File: src/rtl/filter_pkg.sv
// Shared FIR sequencing definitions: state encoding and default filter geometry.
// The MAC datapath uses the same TAPS/MAC_LAT defaults, so they live here.
package filter_pkg;

    localparam int N_CH_DEF    = 2;
    localparam int TAPS_DEF    = 32;
    localparam int MAC_LAT_DEF = 2;

    typedef enum logic [2:0] {
        ST_IDLE  = 3'd0,
        ST_CLR   = 3'd1,
        ST_RUN   = 3'd2,
        ST_DRAIN = 3'd3,
        ST_DONE  = 3'd4
    } state_e;

    function automatic int clog2_min1(input int n);
        return (n > 1) ? $clog2(n) : 1;
    endfunction

endpackage

File: src/rtl/tick_edge.sv
// Synchronises the divider's square-wave tick and emits a one-cycle pulse per rising edge.
// Latency: 3 clk from raw rise to tick_rise; no backpressure.
module tick_edge (
    input  logic clk,
    input  logic rst_n,
    input  logic tick,
    output logic tick_rise
);

    logic s1_q;
    logic s2_q;
    logic s3_q;
    logic rise_q;

    // The edge pulse is registered so downstream control sees a clean flop output.
    always_ff @(posedge clk or negedge rst_n) begin
        if (!rst_n) begin
            s1_q   <= 1'b0;
            s2_q   <= 1'b0;
            s3_q   <= 1'b0;
            rise_q <= 1'b0;
        end else begin
            s1_q   <= tick;
            s2_q   <= s1_q;
            s3_q   <= s2_q;
            rise_q <= s2_q & ~s3_q;
        end
    end

    assign tick_rise = rise_q;

endmodule

File: src/rtl/filter_sched.sv
// Time-shares one FIR MAC between channels: per pending channel CLR, TAPS x RUN, DRAIN, DONE.
// Latency: first mac_clr 4 clk after raw tick rise; no backpressure, late ticks flag overrun.
module filter_sched
    import filter_pkg::*;
#(
    parameter int N_CH    = N_CH_DEF,
    parameter int TAPS    = TAPS_DEF,
    parameter int MAC_LAT = MAC_LAT_DEF,
    parameter int AW      = $clog2(TAPS),
    parameter int CW      = clog2_min1(N_CH)
) (
    input  logic            clk,
    input  logic            rst_n,
    input  logic            tick,
    input  logic [N_CH-1:0] ch_valid,
    input  logic            clr_overrun,
    output logic            mac_clr,
    output logic            mac_en,
    output logic [AW-1:0]   tap_idx,
    output logic [CW-1:0]   ch_sel,
    output logic            out_valid,
    output logic [CW-1:0]   out_ch,
    output logic            busy,
    output logic            overrun
);

    localparam int DW = clog2_min1(MAC_LAT);
    localparam logic [AW-1:0] TAP_LAST   = AW'(TAPS - 1);
    localparam logic [DW-1:0] DRAIN_LAST = DW'(MAC_LAT - 1);

    logic tick_rise;

    tick_edge u_tick_edge (
        .clk       (clk),
        .rst_n     (rst_n),
        .tick      (tick),
        .tick_rise (tick_rise)
    );

    state_e            state_q, state_d;
    logic [N_CH-1:0]   pend_q, pend_d;
    logic [AW-1:0]     tap_q, tap_d;
    logic [DW-1:0]     drain_q, drain_d;
    logic [CW-1:0]     sel_q, sel_d;
    logic              ovr_q, ovr_d;
    logic [N_CH-1:0]   sel_mask;
    logic [N_CH-1:0]   remain;

    function automatic logic [CW-1:0] lowest(input logic [N_CH-1:0] v);
        logic [CW-1:0] r;
        r = '0;
        for (int i = N_CH - 1; i >= 0; i--) begin
            if (v[i]) r = CW'(i);
        end
        return r;
    endfunction

    always_comb begin
        sel_mask = '0;
        for (int i = 0; i < N_CH; i++) begin
            sel_mask[i] = (sel_q == CW'(i));
        end
        remain = pend_q & ~sel_mask;
    end

    always_ff @(posedge clk or negedge rst_n) begin
        if (!rst_n) begin
            state_q <= ST_IDLE;
            pend_q  <= '0;
            tap_q   <= '0;
            drain_q <= '0;
            sel_q   <= '0;
            ovr_q   <= 1'b0;
        end else begin
            state_q <= state_d;
            pend_q  <= pend_d;
            tap_q   <= tap_d;
            drain_q <= drain_d;
            sel_q   <= sel_d;
            ovr_q   <= ovr_d;
        end
    end

    always_comb begin
        state_d   = state_q;
        pend_d    = pend_q;
        tap_d     = tap_q;
        drain_d   = drain_q;
        sel_d     = sel_q;
        ovr_d     = ovr_q;
        mac_clr   = 1'b0;
        mac_en    = 1'b0;
        out_valid = 1'b0;

        case (state_q)
            ST_IDLE: begin
                if (tick_rise) begin
                    pend_d = ch_valid;
                    if (|ch_valid) begin
                        state_d = ST_CLR;
                        sel_d   = lowest(ch_valid);
                    end
                end
            end
            ST_CLR: begin
                mac_clr = 1'b1;
                tap_d   = '0;
                state_d = ST_RUN;
            end
            ST_RUN: begin
                mac_en = 1'b1;
                // tap_idx parks on the last tap until the next CLR reloads it.
                if (tap_q == TAP_LAST) begin
                    state_d = ST_DRAIN;
                    drain_d = '0;
                end else begin
                    tap_d = tap_q + AW'(1);
                end
            end
            ST_DRAIN: begin
                if (drain_q == DRAIN_LAST) begin
                    state_d = ST_DONE;
                end else begin
                    drain_d = drain_q + DW'(1);
                end
            end
            ST_DONE: begin
                out_valid = 1'b1;
                pend_d    = remain;
                if (|remain) begin
                    state_d = ST_CLR;
                    sel_d   = lowest(remain);
                end else begin
                    state_d = ST_IDLE;
                end
            end
            default: begin
                state_d = ST_IDLE;
            end
        endcase

        // A tick arriving mid-frame is dropped; setting outranks a simultaneous clear.
        if (clr_overrun) ovr_d = 1'b0;
        if (tick_rise && (state_q != ST_IDLE)) ovr_d = 1'b1;
    end

    assign tap_idx = tap_q;
    assign ch_sel  = sel_q;
    assign out_ch  = sel_q;
    assign busy    = (state_q != ST_IDLE);
    assign overrun = ovr_q;

endmodule

File: config.mk
export PLATFORM = sky130hd
export DESIGN_NAME = filter_sched
export DESIGN_NICKNAME = d
export VERILOG_FILES = /design/src/rtl/filter_pkg.sv /design/src/rtl/tick_edge.sv /design/src/rtl/filter_sched.sv
export SDC_FILE = /design/constraint.sdc
export NUM_CORES = 1
export LEC_CHECK = 0
export CAP_MARGIN = 10
export CORE_MARGIN = 3
export CORE_UTILIZATION = 52
export DETAILED_ROUTE_END_ITERATION = 7
export GPL_ROUTABILITY_DRIVEN = 0
export PLACE_DENSITY_LB_ADDON = 0.1
export RECOVER_POWER = 100
export SYNTH_ARGS = -nofsm -noshare
export SYNTH_HDL_FRONTEND = slang
export SYNTH_HIERARCHICAL = 1
export SYNTH_SLANG_ARGS = --single-unit
File: constraint.sdc
create_clock -name clk -period 2.7 [get_ports clk]
set_input_delay 0.54 -clock clk [delete_from_list [all_inputs] [get_ports clk]]
set_output_delay 0.54 -clock clk [all_outputs]
set_load 0.005 [all_outputs]
Word level (Yosys, flattened, before mapping)
Index checks and enable logic that the tools add are counted.
Operators by class
  $add $sub $neg: 2
  equal/unequal tests: 11
  mux-type cells: 26
  bitwise operators: 5
  reductions and logical operators: 14
Operators by type and width (count)
  2-to-1 mux 1 bit: 15
  case mux 3 bit (5 select lines): 1
  2-to-1 mux 3 bit: 4
  != test 2 bit (second input constant): 5
  case mux 5 bit (2 select lines): 1
  AND reduction 4 bit: 2
  nonzero test 2 bit: 4
  equality test 3 x 2 -> 1 bit (second input constant): 2
  AND reduction 2 bit: 3
  adder 5 x 1 -> 5 bit (second input constant): 1
  equality test 5 bit (second input constant): 1
  2-to-1 mux 5 bit: 1
  case mux 1 bit (2 select lines): 2
  case mux 2 bit (2 select lines): 1
  OR reduction 2 bit: 2
  equality test 3 x 1 -> 1 bit (second input constant): 1
  equality test 3 bit (second input constant): 1
  zero test 3 bit: 1
  nonzero test 3 bit: 1
  bitwise AND 2 bit: 1
  2-to-1 mux 2 bit: 1
  != test 2 x 1 -> 1 bit (second input constant): 1
  inverter 1 bit: 2
  inverter 2 bit: 1
  other kinds (3): 3
Word-level totals
  bits in registers: 17
  logic and storage cells: 68

Logic depth before layout (Yosys ltp)
  word-level depth: 7
  mapped depth: 6
  depth with buffers taken out: 6

Cells and area by module
The synthesis kept the hierarchy.
By module, submodules not included
  filter_sched: times used 1, cells each 76, area an instance 738.2 µm², sequential area each 325.3 µm²
  tick_edge: times used 1, cells each 5, area an instance 113.9 µm², sequential area each 100.1 µm²

Least setup slack after synthesis
No wires, ideal clock.
  path kind: register to register
  start: reg tap_q[0], in the netlist tap_idx[0]
  end: reg tap_q[3], in the netlist tap_idx[3]
  arrival time: 1.645 ns
  required time: 2.575 ns
  setup slack: 0.930 ns
  cell stages (with the launch flop): 7
  path buffers: 0
  path through: dfrtp_1 > ha_1 > and3_1 > ha_1 > nor4b_4 > nand4_1 > mux2i_1
On the way
  cells in the longest elaborated chain, start to end: 3
RTL lines
  start: declaration: line filter_sched.sv:42  | logic [AW-1:0] tap_q, tap_d;
  start signal: assignment: line filter_sched.sv:77  | tap_q <= tap_d;
  adder 5 x 1 -> 5 bit / equality test 5 bit (equally long branches): line filter_sched.sv:117, filter_sched.sv:113
  2-to-1 mux 5 bit / != test 2 bit (equally long branches)
  case mux 5 bit (2 select lines) / AND reduction 2 bit (equally long branches)
Parallel ways exist; a longest one is shown, timed or not. The select of a mux whose other input is x is not followed.
A chain may end at the register's enable or synchronous reset.

Worst setup path in the final report
  start: reg state_q[0]
  end: out mac_clr
On the way
  cells in the longest elaborated chain, start to end: 2
RTL lines
  start: declaration: line filter_sched.sv:40  | state_e state_q, state_d;
  start signal: assignment: line filter_sched.sv:75  | state_q <= state_d;
  equality test 3 x 1 -> 1 bit: line filter_sched.sv:95  | case (state_q)
  2-to-1 mux 1 bit: line filter_sched.sv:95
  end: declaration: line filter_sched.sv:17  | output logic mac_clr,
Every way passes these cells.

==> flow_summary.yaml <==
sta:
  final.hold.worst_slack_ns: 0.363
  finalCritPeriodShare_pct: 93.9
  setup_ws_ns: 0.166
  slew_violations: 0
  period_needed_ns: 2.53
  grt_setup_unrepaired: "false"
  clock_skew_ns: 0.00513
  fmaxAchievable_mhz: 395
  setup_viol: 0
  worstMarginPinSlew_ns: 0.757
  hold_viol_final: 0
  slew_headroom_pct: 49.4
  setup-tns-final_ns: 0
cts:
  ctsLongestPathBuffers: 2
  cts_setup_buffers: 0
  ctsHoldBuffers: 0
  cts.sinks: 17
  cts_tree: "done"
  cts_resized: 0
  numCtsBuffers: 3
  cts_root_buf: "clkbuf_4"
  cts_max_level: 1
  clkLatencyLatePin_ns: 0.28
  clk_pin_slew_ns: 0.10
synthesis:
  synth_area_leaders: "dfrtp_1, nand2_1, nor2b_1, mux2i_1, and3_1"
  synth.yosys.warnings: 6
  yosysSeqAreaShare_pct: 49.9
  synth_area_per_cell_um2: 10.5
  synthesis.nets: 89
  synth_top_area_share_pct: 49.9
  syn_inst: 81
  synth_top_area_cell: "dfrtp_1"
  synthDistinctLibCells: 30
  synth-seq-cells: 17
  syn-cell-area_um2: 852
global_routing:
  grt_max_degree: 18
  grt_util_all_layers_pct: 16.8
  grt_pass1_vias: 607
  antenna_found_initial: 0
  grt_pass1_wl_um: 2550
  overflow: 0
power:
  peakVddDrop_v: 0.000746
  p_sw_w: 0.000406
  pwr-share-comb_pct: 45.6
  intPower_w: 0.000676
  clkPwrFrac_pct: 12.5
  pwr-share-seq_pct: 41.9
  power-per-cell-area_nw_per_um2: 1040
  leakagePower_nw: 0.492
  sw_frac_of_total_pct: 37.6
die:
  rows: 13
  core_area_um2: 1420
  die-area_um2: 2160
  ios: 18
  die-height_um: 46.5
  fp.dieW_um: 46.5
  start_util_pct: 60.2
critical_path:
  reg2reg_depth: 6
  worst-path-buf-inv: 2
  rrSetupSlack_ns: 0.76
  reg2reg_to: "tap_idx[3]$_DFFE_PN0P_"
  r2r-start: "tap_idx[0]$_DFFE_PN0P_"
  critical-path-max-stage-delay_ns: 0.57
  worstPathCellList: "or3b_2, inv_1, clkdlybuf4s50_1"
  cp_data_arrival_time_ns: 1.99
  crit_required_ns: 2.16
  crit_path_start_kind: "flop"
  worst-path-max-fanout: 12
  crit_type: "reg -> out"
  crit_family: "flip-flops"
  crit_path_end_kind: "primary output"
  cp_slowest_cell: "dfrtp_1"
cells_and_area:
  final_cell_mix: "dfrtp_1, dlygate4sd3_1, nand2_1"
  regArea_um2: 425
  final_cell_area_um2: 1040
  drive_gt1_share_pct: 7.14
  antenna_cells: 0
  final_net_count: 107
  syn_to_final_growth_pct: 21.6
  multi_input_area_um2: 377
  final_common_cell: "dfrtp_1"
  fill_cells: 94
drt:
  drtAntennaViolNets: 0
  num_vias: 641
  dr.pass1.iters: 4
  drc_errors: 0
  drt-wirelength-per-cell_um: 13.3
  drt_iter0_markers: 16
  via_per_inst: 5.67
  wl_um: 1500
outcome:
  outcome: "completed"
placement:
  io_buffers: 17
  place_area_um2: 1020
  hpwl_um: 1060
  dp_slack_ns: 0.483
min_path:
  min_to: "u_tick_edge/s2_q$_DFF_PN0_"
  min_delay_path_depth: 0
  hold_class: "reg -> reg"
  min-delay-start: "u_tick_edge/s1_q$_DFF_PN0_"
job:
  maxCapViolations: 0
-- cells by family after synthesis --
logic type | Yosys count | share of synthesized area (%)
AO/OA/AOI/OAI | 17 | 14.0
adder cells (fa/ha/maj) | 2 | 2.94
buffers and inverters | 8 | 4.99
flip-flops | 17 | 49.9
multiplexers | 3 | 3.52
AND/OR/NAND/NOR | 34 | 24.7
-- state kept, by name, summed over array words and instances, names as in the netlist --
| register | cells |
|---|---|
| ch_sel | 1 |
| tap_idx | 5 |
| state_q | 3 |
| u_tick_edge/s1_q | 1 |
| u_tick_edge/s2_q | 1 |
| pend_q | 2 |
| u_tick_edge/tick_rise | 1 |
| overrun | 1 |
| u_tick_edge/s3_q | 1 |
| drain_q | 1 |
-- routing by layer --
metal	vias up	GRT usage (%)	routed length, um
li1	321	-	-
met1	300	20.5	717
met2	18	28.0	691
met3	2	2.73	80
met4	0	8.52	13
met5	-	0	0
-- power groups by stage --
stage          clock network, W  registers, W  logic, W
2_1_floorplan                 0      0.000426  0.000350
3_3_place_gp                  0      0.000458  0.000523
3_5_place_dp                  0      0.000463  0.000529
4_1_cts                0.000140      0.000458  0.000531
5_1_grt                0.000155      0.000469  0.000557
6_report               0.000135      0.000453  0.000493
-- worst max-delay path by stage --
stage	from	endpoint	slack (ns)	depth (start not counted)
after floorplan	tap_idx[0]$_DFFE_PN0P_	tap_idx[3]$_DFFE_PN0P_	0.93	6
after global placement	state_q[0]$_DFFE_PN0P_	mac_clr	0.51	3
after detailed placement	state_q[0]$_DFFE_PN0P_	mac_clr	0.48	3
after CTS	state_q[0]$_DFFE_PN0P_	mac_clr	0.15	3
after global routing	state_q[0]$_DFFE_PN0P_	mac_clr	0.09	3
final	state_q[0]$_DFFE_PN0P_	mac_clr	0.17	3
-- final cells by class --
class	instances	share of cell area (%)
timing repair buffer	18	17.1
clock buffer	4	2.54
multi-input combinational	56	36.4
sequential	17	41.1
inverter	3	1.09
tap	15	1.81
-- metrics by stage --
stage / total power, W / utilization (%) / cells
2_1_floorplan: 0.000777 / - / 81
3_3_place_gp: 0.000981 / 71.9 / 109
3_5_place_dp: 0.000992 / 71.9 / 109
4_1_cts: 0.00113 / 73.7 / 113
5_1_grt: 0.00118 / 73.2 / 113
6_report: 0.00108 / 73.2 / 113
-- worst reg2reg max path, cell delays in order, from the launching register on --
cell and delay (ns):
dfrtp_1 0.44, ha_1 0.23, and3_1 0.18, ha_1 0.22
nor4b_4 0.43, nand4_1 0.18, mux2i_1 0.14
-- synth_stat cells --
library cell,instances
dfrtp_1,17
nand2_1,12
nor2b_1,6
o21ai_0,5
and3_1,4
a31oi_1,3
buf_4,3
inv_1,3
mux2i_1,3
ha_1,2
nor3_1,2
o2bb2ai_1,2
or3_1,2
a211oi_1,1
a21oi_1,1
a221o_1,1
a221oi_1,1
a22o_1,1
and2_1,1
buf_2,1
clkbuf_1,1
nand2b_1,1
nand4_1,1
nor2_2,1
nor2b_4,1
nor4b_4,1
o211a_1,1
o211ai_1,1
or3b_1,1
or3b_2,1
Note: power is estimated with default switching activity, not from simulation.
